==> src/rtl/serial_frame_rx_if.sv <==
// Serial receiver bus: registered line in, received word and status strobes out.
interface serial_frame_rx_if #(
    parameter int DATA_W = 8
);
    logic              din;
    logic [DATA_W-1:0] data_out;
    logic              data_valid;
    logic              parity_err;
    logic              frame_err;
    logic              busy;

    modport master (
        output din,
        input  data_out, data_valid, parity_err, frame_err, busy
    );

    modport slave (
        input  din,
        output data_out, data_valid, parity_err, frame_err, busy
    );
endinterface

==> src/rtl/serial_frame_rx.sv <==
// Start/data/parity/stop frame receiver on an already-registered serial line.
// Sampling points sit mid-bit, counted from the cycle the start edge was seen.
module serial_frame_rx #(
    parameter int DATA_W       = 8,
    parameter int CLKS_PER_BIT = 16,
    parameter int PARITY_EN    = 1
) (
    input  logic clk,
    input  logic reset,
    serial_frame_rx_if.slave bus
);
    localparam int HALF = CLKS_PER_BIT / 2;
    localparam int CW   = $clog2(CLKS_PER_BIT);
    localparam int BW   = $clog2(DATA_W + 1);

    typedef enum logic [2:0] {
        IDLE      = 3'd0,
        START     = 3'd1,
        DATA      = 3'd2,
        PARITY    = 3'd3,
        STOP      = 3'd4,
        DONE      = 3'd5,
        WAIT_HIGH = 3'd6
    } state_t;

    state_t            state_r;
    logic [CW-1:0]     clk_cnt_r;
    logic [BW-1:0]     bit_cnt_r;
    logic [DATA_W-1:0] shift_r;
    logic              perr_r;
    logic              stop_r;
    logic [DATA_W-1:0] data_out_r;
    logic              data_valid_r;
    logic              parity_err_r;
    logic              frame_err_r;
    logic              busy_r;

    // Even parity: a set result means the data bits plus parity bit have odd weight.
    function automatic logic even_parity_err(input logic [DATA_W-1:0] d, input logic p);
        return (^d) ^ p;
    endfunction

    function automatic logic [DATA_W-1:0] shift_in(input logic [DATA_W-1:0] s, input logic b);
        return (s >> 1) | ({{(DATA_W-1){1'b0}}, b} << (DATA_W - 1));
    endfunction

    // Receive FSM with registered outputs; strobes default low every cycle.
    always_ff @(posedge clk or posedge reset) begin
        if (reset) begin
            state_r      <= IDLE;
            clk_cnt_r    <= '0;
            bit_cnt_r    <= '0;
            shift_r      <= '0;
            perr_r       <= 1'b0;
            stop_r       <= 1'b0;
            data_out_r   <= '0;
            data_valid_r <= 1'b0;
            parity_err_r <= 1'b0;
            frame_err_r  <= 1'b0;
            busy_r       <= 1'b0;
        end else begin
            data_valid_r <= 1'b0;
            parity_err_r <= 1'b0;
            frame_err_r  <= 1'b0;
            case (state_r)
                IDLE: begin
                    if (!bus.din) begin
                        state_r   <= START;
                        clk_cnt_r <= '0;
                        perr_r    <= 1'b0;
                        busy_r    <= 1'b1;
                    end else begin
                        busy_r    <= 1'b0;
                    end
                end
                START: begin
                    if (clk_cnt_r == CW'(HALF - 1)) begin
                        clk_cnt_r <= '0;
                        if (!bus.din) begin
                            state_r   <= DATA;
                            bit_cnt_r <= '0;
                        end else begin
                            state_r <= IDLE;
                            busy_r  <= 1'b0;
                        end
                    end else begin
                        clk_cnt_r <= clk_cnt_r + CW'(1);
                    end
                end
                DATA: begin
                    if (clk_cnt_r == CW'(CLKS_PER_BIT - 1)) begin
                        clk_cnt_r <= '0;
                        shift_r   <= shift_in(shift_r, bus.din);
                        bit_cnt_r <= bit_cnt_r + BW'(1);
                        if (bit_cnt_r == BW'(DATA_W - 1)) begin
                            state_r <= (PARITY_EN != 0) ? PARITY : STOP;
                        end else begin
                            state_r <= DATA;
                        end
                    end else begin
                        clk_cnt_r <= clk_cnt_r + CW'(1);
                    end
                end
                PARITY: begin
                    if (clk_cnt_r == CW'(CLKS_PER_BIT - 1)) begin
                        clk_cnt_r <= '0;
                        perr_r    <= even_parity_err(shift_r, bus.din);
                        state_r   <= STOP;
                    end else begin
                        clk_cnt_r <= clk_cnt_r + CW'(1);
                    end
                end
                STOP: begin
                    if (clk_cnt_r == CW'(CLKS_PER_BIT - 1)) begin
                        clk_cnt_r <= '0;
                        stop_r    <= bus.din;
                        state_r   <= DONE;
                    end else begin
                        clk_cnt_r <= clk_cnt_r + CW'(1);
                    end
                end
                DONE: begin
                    data_out_r   <= shift_r;
                    data_valid_r <= stop_r & ~perr_r;
                    parity_err_r <= perr_r;
                    frame_err_r  <= ~stop_r;
                    if (stop_r) begin
                        state_r <= IDLE;
                        busy_r  <= 1'b0;
                    end else begin
                        state_r <= WAIT_HIGH;
                    end
                end
                WAIT_HIGH: begin
                    // A held-low line must not be mistaken for a new start bit.
                    if (bus.din) begin
                        state_r <= IDLE;
                        busy_r  <= 1'b0;
                    end else begin
                        state_r <= WAIT_HIGH;
                    end
                end
                default: begin
                    state_r <= IDLE;
                    busy_r  <= 1'b0;
                end
            endcase
        end
    end

    assign bus.data_out   = data_out_r;
    assign bus.data_valid = data_valid_r;
    assign bus.parity_err = parity_err_r;
    assign bus.frame_err  = frame_err_r;
    assign bus.busy       = busy_r;
endmodule

==> src/flat_wrapper.sv <==
// flat-port wrapper written by rule: the top's interface ports become plain ports
module serial_frame_rx_flat 
#(
    parameter int DATA_W       = 8,
    parameter int CLKS_PER_BIT = 16,
    parameter int PARITY_EN    = 1
)
  (clk, reset, bus_din, bus_data_out, bus_data_valid, bus_parity_err, bus_frame_err, bus_busy);
  serial_frame_rx_if #(.DATA_W(DATA_W)) bus_i ();
  input  logic clk;
  input  logic reset;
  input wire logic [$bits(bus_i.din)-1:0] bus_din;
  output wire logic [$bits(bus_i.data_out)-1:0] bus_data_out;
  output wire logic [$bits(bus_i.data_valid)-1:0] bus_data_valid;
  output wire logic [$bits(bus_i.parity_err)-1:0] bus_parity_err;
  output wire logic [$bits(bus_i.frame_err)-1:0] bus_frame_err;
  output wire logic [$bits(bus_i.busy)-1:0] bus_busy;
  assign bus_i.din = bus_din;
  assign bus_data_out = bus_i.data_out;
  assign bus_data_valid = bus_i.data_valid;
  assign bus_parity_err = bus_i.parity_err;
  assign bus_frame_err = bus_i.frame_err;
  assign bus_busy = bus_i.busy;
  serial_frame_rx #(.DATA_W(DATA_W), .CLKS_PER_BIT(CLKS_PER_BIT), .PARITY_EN(PARITY_EN)) u_core (.clk(clk), .reset(reset), .bus(bus_i));
endmodule
==> config.mk <==
export PLATFORM = sky130hd
export DESIGN_NAME = serial_frame_rx_flat
export DESIGN_NICKNAME = d
export VERILOG_FILES = /design/src/rtl/serial_frame_rx_if.sv /design/src/rtl/serial_frame_rx.sv /design/src/flat_wrapper.sv
export SDC_FILE = /design/constraint.sdc
export NUM_CORES = 1
export LEC_CHECK = 0
export CAP_MARGIN = 20
export CORE_MARGIN = 5
export CORE_UTILIZATION = 25
export DETAILED_ROUTE_END_ITERATION = 8
export SLEW_MARGIN = 40
export SYNTH_ARGS = -nofsm -noshare
export SYNTH_HDL_FRONTEND = slang
export SYNTH_SLANG_ARGS = --single-unit
==> constraint.sdc <==
create_clock -name clk -period 1.93 [get_ports clk]
set_input_delay 0.193 -clock clk [delete_from_list [all_inputs] [get_ports clk]]
set_output_delay 0.193 -clock clk [all_outputs]
set_load 0.01 [all_outputs]
==> impl_metrics.toml <==
[outcome]
status = "completed"

[clocking]
cts.sinks = 33
cts_root_buf = "clkbuf_8"
cts_resized = 0
cts_buffers = 5
post_cts_buffers = 0
clk_pin_slew_worst_paths_ns = 0.07
cts_tree = "done"
htreeDepth = 2
clk-insertion-delay-late_ns = 0.28
cts_buffer_depth = 2
postCtsHoldBufs = 0

[route]
drc = 0
vias = 1081
drt_wl_total_mm = 3.13
drt-met1-wl_mm = 1.66
post_drt_wl_per_cell_um = 13.2
highest_layer = "met4"
wl_met3_um = 125
drtAntennaViolNets = 0
avgViaCountPerCell = 4.56
wl_met2_mm = 1.32
drt_iter0_drc = 50
firstDrtPassIters = 4

[grt]
antenna_found_initial = 0
grt_pass1_vias = 1064
grt.total_usage_pct = 7.96
grt_pass1_wl_mm = 5.38
grt_start_max_net_pins = 34
grt-ovfl-total = 0

[final_layout]
syn2layout_area_growth_pct = 19.2
num-fill-cells = 657
multi_input_area_sq_um = 774
diodes = 0
nNetsFinal = 164
layout.area.seq_sq_um = 826
drive_above_1_share_pct = 20.0
fin_util_pct = 30.9

[synth]
syn_area_per_cell_sq_um = 11.7
synth_top_area_share_pct = 49.6
synth_edf_count = 0
synth_flop_cell = "dfrtp_1"
ys_seq_elements = 33
yosysWarningCount = 0
synth_cells = 142
syn_area_sq_um = 1660
async_flop_share_pct = 100
syn_nets = 147
synth_cell_types = 41
synth_area_leaders = "dfrtp_1, mux2_4, mux2_2"
yosysSeqAreaShare_pct = 49.6
synth_top_area_cell = "dfrtp_1"

[critical_path]
crit_type = "flip-flop to flip-flop"
crit_path_max_fanout = 7
critPathLaunchType = "flip-flop"
required_ns = 2.09
worstPathArrival_ns = 1.84
endpoint_kind = "flip-flop"
r2r_cells = 5

[pwr]
powerDensity_nw_per_um2 = 1210
p_leak_nw = 0.904
ir_worst_vdd_v = 0.000473

[placed_design]
hpwl_mm = 2.19
gp_congestion = 0.790
portBuffers = 14

[timing]
layout_min_cycle_time_ns = 1.68
tns_ns = 0
hold_viol_final = 0
clock-skew-final_ns = 0.00330
maxSlewHeadroom_pct = 64.4
finalSetupViolations = 0
drv_slew = 0
rsz0062_at_grt = "no"
post-route-period-util_pct = 87.0
fmax_mhz = 596
tightest_slew_ns = 0.534

[die]
boundaryPins = 15
initial_core_util_pct = 25.9
dieHeight_um = 91.6
coreArea_sq_um = 6420
die_area_sq_um = 8390
dieWidth_um = 91.6
placementRows = 29

[flow_run]
drv_cap = 0

[worst_hold_path]
hp-class = "primary input to async pin"
-- flip-flops by register name, summed over array words and instances (netlist names) --
signal,flops
u_core.bus.data_out,8
u_core.perr_r,1
u_core.bus.busy,1
u_core.stop_r,1
u_core.bus.frame_err,1
u_core.bus.data_valid,1
u_core.bus.parity_err,1
u_core.shift_r,8
u_core.clk_cnt_r,4
u_core.state_r,3
u_core.bit_cnt_r,4
-- cells by family after synthesis --
| family | synth area share, % |
|---|---|
| XOR/XNOR | 6.09 |
| AND/OR/NAND/NOR | 15.4 |
| buffers and inverters | 3.83 |
| multiplexers | 16.2 |
| adder cells (fa/ha/maj) | 1.50 |
| AO/OA/AOI/OAI | 7.29 |
| flip-flops | 49.6 |
-- worst paths after layout --
check | start | end | slack [ns]
max | u_core.clk_cnt_r[0]$_DFFE_PP0P_ | u_core.bit_cnt_r[0]$_DFFE_PP0P_ | 0.25
min | reset | u_core.bus.data_out[5]$_DFFE_PP0N_ | 0.29
max reg2reg | u_core.clk_cnt_r[0]$_DFFE_PP0P_ | u_core.bit_cnt_r[0]$_DFFE_PP0P_ | 0.25
min reg2reg | u_core.perr_r$_DFFE_PP0P_ | u_core.bus.data_valid$_DFF_PP0_ | 0.47
max in group asynchronous | reset | u_core.clk_cnt_r[0]$_DFFE_PP0P_ | 1.33
min in group clk | u_core.perr_r$_DFFE_PP0P_ | u_core.bus.data_valid$_DFF_PP0_ | 0.47
-- layout by cell type, fill, tap and decap left out, drive strengths merged, types with 2 or more instances in the layout --
master          n
a21o            2
a21oi           5
and3            3
buf             3
clkbuf          7
clkdlybuf4s50  14
dfrtp          33
ha              2
inv             6
mux2           19
mux2i           3
nand2          12
nand3           6
nor2            8
nor3            3
nor3b           3
o21ai           3
o22ai           3
or2             2
xnor2           5
xor2            4
-- synthesized netlist by cell type (2+ instances only) --
library cell / instances
a21o_1: 2
nor3_1: 3
o22ai_1: 3
dfrtp_1: 33
and3_1: 3
mux2_1: 5
nand3_1: 6
inv_1: 5
o21ai_0: 2
mux2_2: 7
xor2_1: 4
nand2_1: 11
buf_2: 6
xnor2_1: 5
a21oi_1: 5
mux2_4: 7
nor2_1: 8
ha_1: 2
mux2i_1: 3
-- layout make-up --
| cell class | instances | share of cell area (%) |
|---|---|---|
| Sequential cell | 33 | 41.6 |
| Multi-Input combinational cell | 96 | 39.1 |
| Timing Repair Buffer | 17 | 8.20 |
| Clock buffer | 7 | 4.86 |
| Tap cell | 77 | 4.86 |
| Inverter | 6 | 1.14 |
| Clock inverter | 1 | 0.252 |
-- where the power goes --
part / leakage, nW / internal (mW) / switching (mW)
logic: 0.423 / 0.420 / 0.347
registers: 0.426 / 0.867 / 0.199
clock network: 0.0542 / 0.322 / 0.250
-- critical path, stage by stage, from the launching register on --
cell and delay (ns):
dfrtp_1 0.39, ha_1 0.19, nand2_1 0.20, nor4b_4 0.36, a21oi_1 0.11, mux2_1 0.32
-- routing by layer --
layer,GRT usage [%],vias to the layer above
met3,2.73,5
met2,10.8,22
met4,1.88,0
met5,0,-
met1,11.9,525
li1,-,529
-- metrics by stage --
stage | std cells | instance area (sq um) | total power, mW | hold WS, ns | setup slack [ns]
after floorplan | 142 | 1660 | 1.66 | 0.322 | 0.346
after global placement | 229 | 1880 | 1.84 | 0.457 | 0.261
after detailed placement | 229 | 1880 | 1.86 | 0.462 | 0.236
after CTS | 237 | 1980 | 2.44 | 0.308 | 0.253
after global routing | 237 | 1980 | 2.59 | 0.362 | 0.136
final | 237 | 1980 | 2.40 | 0.293 | 0.251
(Power assumes the default switching activity.)
